File: config.mk
export PLATFORM = sky130hd
export DESIGN_NAME = frame_binarizer
export DESIGN_NICKNAME = d
export VERILOG_FILES = /design/src/rtl/frame_binarizer.sv
export SDC_FILE = /design/constraint.sdc
export NUM_CORES = 2
export LEC_CHECK = 0
export CAP_MARGIN = 25
export CORE_MARGIN = 5
export CORE_UTILIZATION = 55
export CTS_CLUSTER_SIZE = 20
export DETAILED_ROUTE_END_ITERATION = 8
export DONT_BUFFER_PORTS = 1
export HOLD_SLACK_MARGIN = 0.05
export PLACE_DENSITY = 0.7
export SLEW_MARGIN = 20
export SYNTH_ARGS = -nofsm -noshare
export SYNTH_HDL_FRONTEND = slang
export SYNTH_SLANG_ARGS = --single-unit
File: constraint.sdc
create_clock -name clk -period 137.5 [get_ports clk]
set_input_delay 6.875 -clock clk [delete_from_list [all_inputs] [get_ports clk]]
set_output_delay 6.875 -clock clk [all_outputs]
set_load 0.005 [all_outputs]
File: src/rtl/frame_binarizer.sv
// frame_binarizer: reduces a raster grayscale stream of (IMG_SIDE*SCALE)^2 pixels
// to an IMG_SIDE x IMG_SIDE binary image. Each output bit is set when its
// SCALE x SCALE block holds at least THRESHOLD ink pixels. A double buffer
// makes sure the reader only ever sees complete frames.
module frame_binarizer #(
   parameter int IMG_SIDE  = 28,
   parameter int SCALE     = 10,
   parameter int PIX_W     = 8,
   parameter int INK_LEVEL = 128,
   parameter int THRESHOLD = 30
) (
   input  logic             clk,
   input  logic             rst,
   input  logic             pix_valid,
   input  logic             pix_sof,
   input  logic [PIX_W-1:0] pix_data,
   input  logic [9:0]       read_addr,
   output logic             read_data,
   output logic             frame_done,
   output logic [7:0]       frame_count,
   output logic             busy
);

   localparam int NBITS  = IMG_SIDE * IMG_SIDE;
   localparam int ADDR_W = 10;
   localparam int CNT_W  = $clog2(SCALE * SCALE + 1);
   localparam int SUB_W  = (SCALE > 1) ? $clog2(SCALE) : 1;
   localparam int BLK_W  = (IMG_SIDE > 1) ? $clog2(IMG_SIDE) : 1;

   localparam logic [SUB_W-1:0]  SUB_LAST = SUB_W'(SCALE - 1);
   localparam logic [BLK_W-1:0]  BLK_LAST = BLK_W'(IMG_SIDE - 1);
   localparam logic [PIX_W-1:0]  INK      = PIX_W'(INK_LEVEL);
   localparam logic [CNT_W-1:0]  THR      = CNT_W'(THRESHOLD);

   typedef enum logic {
      ST_IDLE,
      ST_CAPTURE
   } state_t;

   state_t r_state, w_state_next;

   logic [NBITS-1:0] r_front, r_back;
   logic [CNT_W-1:0] r_cnt [IMG_SIDE];
   logic [SUB_W-1:0] r_xsub, r_ysub;
   logic [BLK_W-1:0] r_bx, r_by;
   logic             r_frame_done;
   logic [7:0]       r_frame_count;

   logic             w_start, w_accept, w_ink, w_row_end, w_commit, w_frame_end;
   logic [SUB_W-1:0] w_xsub, w_ysub, w_xsub_n, w_ysub_n;
   logic [BLK_W-1:0] w_bx, w_by, w_bx_n, w_by_n;
   logic [CNT_W-1:0] w_cnt_next [IMG_SIDE];
   logic [IMG_SIDE-1:0] w_row_bits;
   logic [ADDR_W-1:0]   w_row_base;
   logic [NBITS-1:0]    w_front_next;
   logic                w_addr_ok;

   // Datapath: effective position (a sof restarts at block 0,0), ink accumulation,
   // row commit bits and the image that becomes visible at frame end.
   always_comb begin
      // NOTE: every always_comb output gets a default first so no path can infer a latch.
      w_start   = pix_valid && pix_sof;
      w_accept  = pix_valid && (w_start || (r_state == ST_CAPTURE));
      w_xsub    = w_start ? '0 : r_xsub;
      w_ysub    = w_start ? '0 : r_ysub;
      w_bx      = w_start ? '0 : r_bx;
      w_by      = w_start ? '0 : r_by;
      w_ink     = (pix_data >= INK);
      w_row_end = (w_xsub == SUB_LAST) && (w_bx == BLK_LAST);
      w_commit  = w_accept && w_row_end && (w_ysub == SUB_LAST);
      w_frame_end = w_commit && (w_by == BLK_LAST);

      w_xsub_n = (w_xsub == SUB_LAST) ? '0 : SUB_W'(w_xsub + 1'b1);
      w_bx_n   = w_bx;
      w_ysub_n = w_ysub;
      w_by_n   = w_by;
      if (w_xsub == SUB_LAST) begin
         w_bx_n = (w_bx == BLK_LAST) ? '0 : BLK_W'(w_bx + 1'b1);
      end
      if (w_row_end) begin
         w_ysub_n = (w_ysub == SUB_LAST) ? '0 : SUB_W'(w_ysub + 1'b1);
         if (w_ysub == SUB_LAST) begin
            w_by_n = (w_by == BLK_LAST) ? '0 : BLK_W'(w_by + 1'b1);
         end
      end

      for (int i = 0; i < IMG_SIDE; i++) begin
         w_cnt_next[i] = (w_start ? '0 : r_cnt[i])
                       + CNT_W'(w_accept && w_ink && (w_bx == BLK_W'(i)));
         w_row_bits[i] = (w_cnt_next[i] >= THR);
      end

      w_row_base   = ADDR_W'(w_by) * ADDR_W'(IMG_SIDE);
      w_front_next = r_back;
      w_front_next[NBITS-IMG_SIDE +: IMG_SIDE] = w_row_bits;

      w_addr_ok = (read_addr < ADDR_W'(NBITS));
      read_data = w_addr_ok ? r_front[read_addr] : 1'b0;
   end

   // Next-state: a sof (re)starts capture, the last row commit returns to idle.
   always_comb begin
      w_state_next = r_state;
      if (w_frame_end) begin
         w_state_next = ST_IDLE;
      end else if (w_start) begin
         w_state_next = ST_CAPTURE;
      end
   end

   // State register.
   always_ff @(posedge clk or posedge rst) begin
      // NOTE: sequential state uses non-blocking assignments so all registers update together.
      if (rst) begin
         r_state <= ST_IDLE;
      end else begin
         r_state <= w_state_next;
      end
   end

   // Counters, position, buffers and frame status.
   always_ff @(posedge clk or posedge rst) begin
      // NOTE: both image buffers are cleared by reset, so they must stay flops rather than RAM.
      if (rst) begin
         r_front       <= '0;
         r_back        <= '0;
         r_xsub        <= '0;
         r_ysub        <= '0;
         r_bx          <= '0;
         r_by          <= '0;
         r_frame_done  <= 1'b0;
         r_frame_count <= '0;
         for (int i = 0; i < IMG_SIDE; i++) begin
            r_cnt[i] <= '0;
         end
      end else begin
         r_frame_done <= w_frame_end;
         if (w_frame_end) begin
            r_frame_count <= r_frame_count + 8'd1;
            r_front       <= w_front_next;
         end
         if (w_accept) begin
            r_xsub <= w_xsub_n;
            r_ysub <= w_ysub_n;
            r_bx   <= w_bx_n;
            r_by   <= w_by_n;
            for (int i = 0; i < IMG_SIDE; i++) begin
               r_cnt[i] <= w_commit ? '0 : w_cnt_next[i];
            end
         end
         if (w_commit) begin
            r_back[w_row_base +: IMG_SIDE] <= w_row_bits;
         end
      end
   end

   assign frame_done  = r_frame_done;
   assign frame_count = r_frame_count;
   assign busy        = (r_state == ST_CAPTURE);

endmodule
# == After elaboration in Yosys (flattened, before gate mapping) ==
# Cells that the tools add are included.
# classes
div_mod_pow,0
n_mux,74
n_bitwise,0
shifts,2
multipliers,1
order_cmp,31
add_sub_neg,34
n_eq_ne,30
n_reduce_logical,38
# op_table
cell,count
$bwmux W784,1
$shift A28 B12 Y784 const A,1
$shiftx A28 B12 Y784,1
$mux W7,56
$add A7 B1 Y7,28
$ge A7 B5 Y1 const B,28
$eq A5 B5 Y1 const B,13
$eq A5 B4 Y1 const B,8
$logic_and A1 B1 Y1,35
$mux W5,7
$eq A5 B3 Y1 const B,4
$mux W4,5
$neg A10 Y12,1
$lt A10 B11 Y1 const B,1
$add A5 B1 Y5 const B,2
$bmux W1 S10,1
$eq A5 B2 Y1 const B,2
$lt A10 B10 Y1 const B,1
$add A4 B1 Y4 const B,2
$add A8 B1 Y8 const B,1
$eq A4 B4 Y1 const B,2
$ge A8 B8 Y1 const B,1
$mul A5 B3 Y8 const B,1
$eq A5 B1 Y1 const B,1
4 further kinds,7
# totals
latch_bits,0
input_bits,22
mem_bits_ro,0
n_memories,0
wordCells,247
reg_bits,1792
ram_bits,0

# == Logic depth before layout (Yosys ltp) ==
# depth
depth_word,9
depth_mapped,26
depth_no_buf,15

# == Least setup slack after synthesis ==
# No wires, ideal clock.
# synth_path
path_kind,input to output
from,in read_addr[1]
to,out read_data
t_arrival_ns,9.362
n_path_buf,4
stages,11
setup_slack_ns,121.263
cell_sequence,clkbuf_1 clkbuf_1 buf_2 clkbuf_1 mux4_2 a221oi_1 nor3_1 o41ai_1 nand3_1 o41ai_1 nor4_1
# synth_via
elab_chain_cells,3
word_cells_on_any_way,4
classes_between,1 x order compare; 3 x mux
# synth_rtl
element,line,text
from (decl),17,"input logic [9:0] read_addr,"
$bmux W1 S10,98,read_data = w_addr_ok ? r_front[read_addr] : 1'b0;
$mux W1 (implied by the code),98,
$mux W1 (*),98,
to (decl),18,"output logic read_data,"
# Mark *: on every way between the ends. The rest lies on a longest branch, timed or not. The select of a mux whose other input is x is not followed.

# == Worst setup path after layout ==
# layout_path
from,in read_addr[2]
to,out read_data
# The elaborated chain is that of the path after synthesis.

==> flow_metrics.tcl <==
set metrics [dict create \
    status "finished clean" \
    r2r_setup_slack_ps 129750 \
    die_x_um 397.0 \
    synth_area_mm2 0.08236 \
    multi_input_area_mm2 0.03610 \
    max_slew_margin 0.1739 \
    skew_ps 63.99 \
    tns_ps 0 \
    finalNetCount 8535 \
    core_mm2 0.1494 \
    maxSlewViolCount 0 \
    critPathMaxFanout 51 \
    worstHoldPathType "reg -> reg" \
    synthXorXnorAreaFrac 0.008477 \
    arrival_ps 10480 \
    grt_pass1_wl_um 390000 \
    clk_latency_ps 830 \
    syn-num-nets 8732 \
    fmax_ghz 0.05763 \
    post-route-period-util 0.1262 \
    power.density_mw_per_mm2 11.79 \
    crit_cells 10 \
    vdd.ir_drop.worst_uv 12.21 \
    remaining_drc_errors 0 \
    finalHoldViolations 0 \
    detail-route-antenna-nets 0 \
    critPathTopFamily "simple AND/OR/NAND/NOR gates" \
    r2r-end "r_back[726]" \
    synth.most_common_cell "nand2_1" \
    whs_path_depth 2 \
    synth_area_leaders "dfrtp_1 (54%), nand2_1 (14%), o21ai_0 (5.9%)" \
    num-fill-cells 12390 \
    root_buffer "clkbuf_16" \
    viasPerCell 6.273 \
    grt_max_degree 218 \
    crit_chain "nor2b_2, buf_4, nand2_1, o21ai_0, a2111oi_0, or4_1, nor3_1, o41ai_1, nor4_1, buf_4" \
    synth-seq-cells 1764 \
    setup_violations 0 \
    postCtsSetupBuffers 0 \
    reg2reg_depth 17 \
    cp_common_cell "buf_4" \
    rsz0062_at_grt "false" \
    htree_levels 4 \
    area_growth_syn_to_layout_pct 10.15 \
    cpPeakStageDelay_ps 790 \
    muxShareOfSynthArea 0.09791 \
    hold_end "r_front[576]" \
    wl_um 254100 \
    async_reset_ff_frac 1.000 \
    wire_per_inst_um 23.95 \
    leakage_nw 43.39 \
    portBuffers 0 \
    drt_first_pass_iters 8 \
    cts.hold.buffers_added 0 \
    crit_path_end_kind "output pin" \
    ys_seq_area_frac 0.5360 \
    dieArea_mm2 0.1576 \
    worst-endpoint-required_ps 130620 \
    yosysWarnings 0 \
    gp_congestion 1.020 \
    min_period_ps 17350 \
    synth_simple_gate_area_share 0.1880 \
    synthCells 8635 \
    r2r-start "r_by[0]" \
    synthFlopType "dfrtp_1" \
    synth_top_family_by_area "simple AND/OR/NAND/NOR gates" \
    cts_tree "yes" \
    synth.top_cell.area_share 0.5360 \
    synth.largest_area_cell "dfrtp_1" \
    grt_pass1_vias 64580 \
    final_core_util 0.6071 \
    cts.sinks 1764 \
    numCtsBuffers 182 \
    crit_path_start_kind "primary input" \
    path_buf_inv 2 \
    grt_usage 0.3208 \
    die_h_um 397.0 \
    grt_overflow_total 0 \
    rows 142 \
    cts_max_path_buffers 3 \
    place_hpwl_um 159700 \
    antenna_found_initial 6 \
    num_io_pins 33 \
    worst_slew_pin_slew_ps 1239 \
    drv_cap 0 \
    drive_gt1_frac 0.1168 \
    drtIter0Drc 7898 \
    crit_type "in -> out" \
    dr_total_vias 66550 \
    start_util 0.5512 \
    min-delay-start "r_back[576]" \
    cts_resized 0 \
    synth_fa_ha_area_frac 0.01185 \
    synth_enable_flop_cells 0 \
    clk_pin_slew_worst_paths_ps 60 \
    syn_area_per_cell_um2 9.538 \
    synthDistinctLibCells 106 \
    critPathSlowestCell "nor4_1" \
    synth-compound-area-share 0.1292 \
    seqCellArea_mm2 0.04414 \
    synthTopCellsByCount "nand2_1 (2981), dfrtp_1 (1764), o21ai_0 (968), clkbuf_1 (427), a21oi_1 (296)" \
]
[worst reg2reg max path: cells and delay by family (launching register included)]
family	cells	cell delay [ps]
buffers and inverters	5	1560
AO/OA/AOI/OAI	2	930
XOR/XNOR	1	430
AND/OR/NAND/NOR	5	2280
flip-flops	1	790
adder cells (fa/ha/maj)	3	1380
multiplexers	1	310
[stage by stage]
stage                     hold slack [ps]  power, mW  cells  instance area, µm²  setup slack, ps
after detailed placement            443.2     0.5560  10260               84150           120370
after CTS                           452.8      1.075  10600               90580           120340
after global placement              441.0     0.5553  10260               84110           120350
after global routing                469.5      1.100  10610               90710           120250
after floorplan                     432.3     0.5529   8635               82360            80830
final                               449.2      1.069  10610               90720           120150
[cell type report]
class	count	area share
diodes	3	0.00008275
clock buffers	267	0.05970
clock inverters	69	0.01113
inverters	57	0.002551
multi-input cells	6284	0.3980
flip-flops and latches	1764	0.4866
well taps	2016	0.02780
repair buffers	149	0.01419
[logic make-up (layout without fill, tap and decap cells)]
group	count (synthesis)	after routing
adders and majority gates	75	75
xor gates and xnor gates	78	78
DFF	1764	1764
buffers and inverters	587	542
AOI/OAI and AO/OA	1797	1797
and+or+nand+nor	3802	3802
other	0	3
muxes	532	532
[layout by cell type, fill, tap and decap left out, drive strengths merged, types with 12 or more instances in the layout]
| cell type | count |
|---|---|
| a22oi | 55 |
| a211o | 13 |
| nand4 | 50 |
| nor2 | 274 |
| bufinv | 19 |
| clkinv | 37 |
| nand2b | 21 |
| o41ai | 13 |
| o32ai | 24 |
| inv | 63 |
| nor4 | 12 |
| ha | 70 |
| a32oi | 16 |
| nor2b | 16 |
| mux4 | 195 |
| o31ai | 37 |
| xnor2 | 44 |
| a22o | 23 |
| mux2i | 98 |
| nand2 | 2985 |
| a2111oi | 12 |
| nor3 | 74 |
| clkbuf | 268 |
| and3 | 66 |
| and2 | 80 |
| o22a | 20 |
| buf | 148 |
| a211oi | 34 |
| nand3 | 169 |
| a21oi | 299 |
| xor2 | 34 |
| dfrtp | 1764 |
| a31oi | 69 |
| or3 | 18 |
| o22ai | 70 |
| o21ai | 982 |
| mux2 | 239 |
[routing by layer]
metal	track usage	wire (µm)	share of wire
met1	0.4520	104200	0.41
met3	0.07970	26090	0.10
met4	0.1460	13260	0.052
met5	0	13	0.000051
met2	0.4740	110500	0.43
[flip-flops by register name, indices dropped and copies added, names as in the netlist]
signal and count:
frame_done 1, busy 1, r_back 756, frame_count 8, r_front 784, r_cnt 196
r_by 5, r_bx 5, r_ysub 4, r_xsub 4
[power by group]
group | total, mW | switching, mW | internal [mW]
Combinational | 0.0254 | 0.0193 | 0.00604
Clock | 0.523 | 0.213 | 0.310
Sequential | 0.521 | 0.000957 | 0.520
Total | 1.07 | 0.233 | 0.836
[worst max-delay path by stage]
stage	from	endpoint	slack [ps]
final	read_addr[2]	read_data	120150
after global routing	read_addr[2]	read_data	120250
after CTS	read_addr[2]	read_data	120340
after detailed placement	read_addr[2]	read_data	120370
after global placement	read_addr[2]	read_data	120350
after floorplan	rst	busy	80830
(Power assumes the default switching activity.)
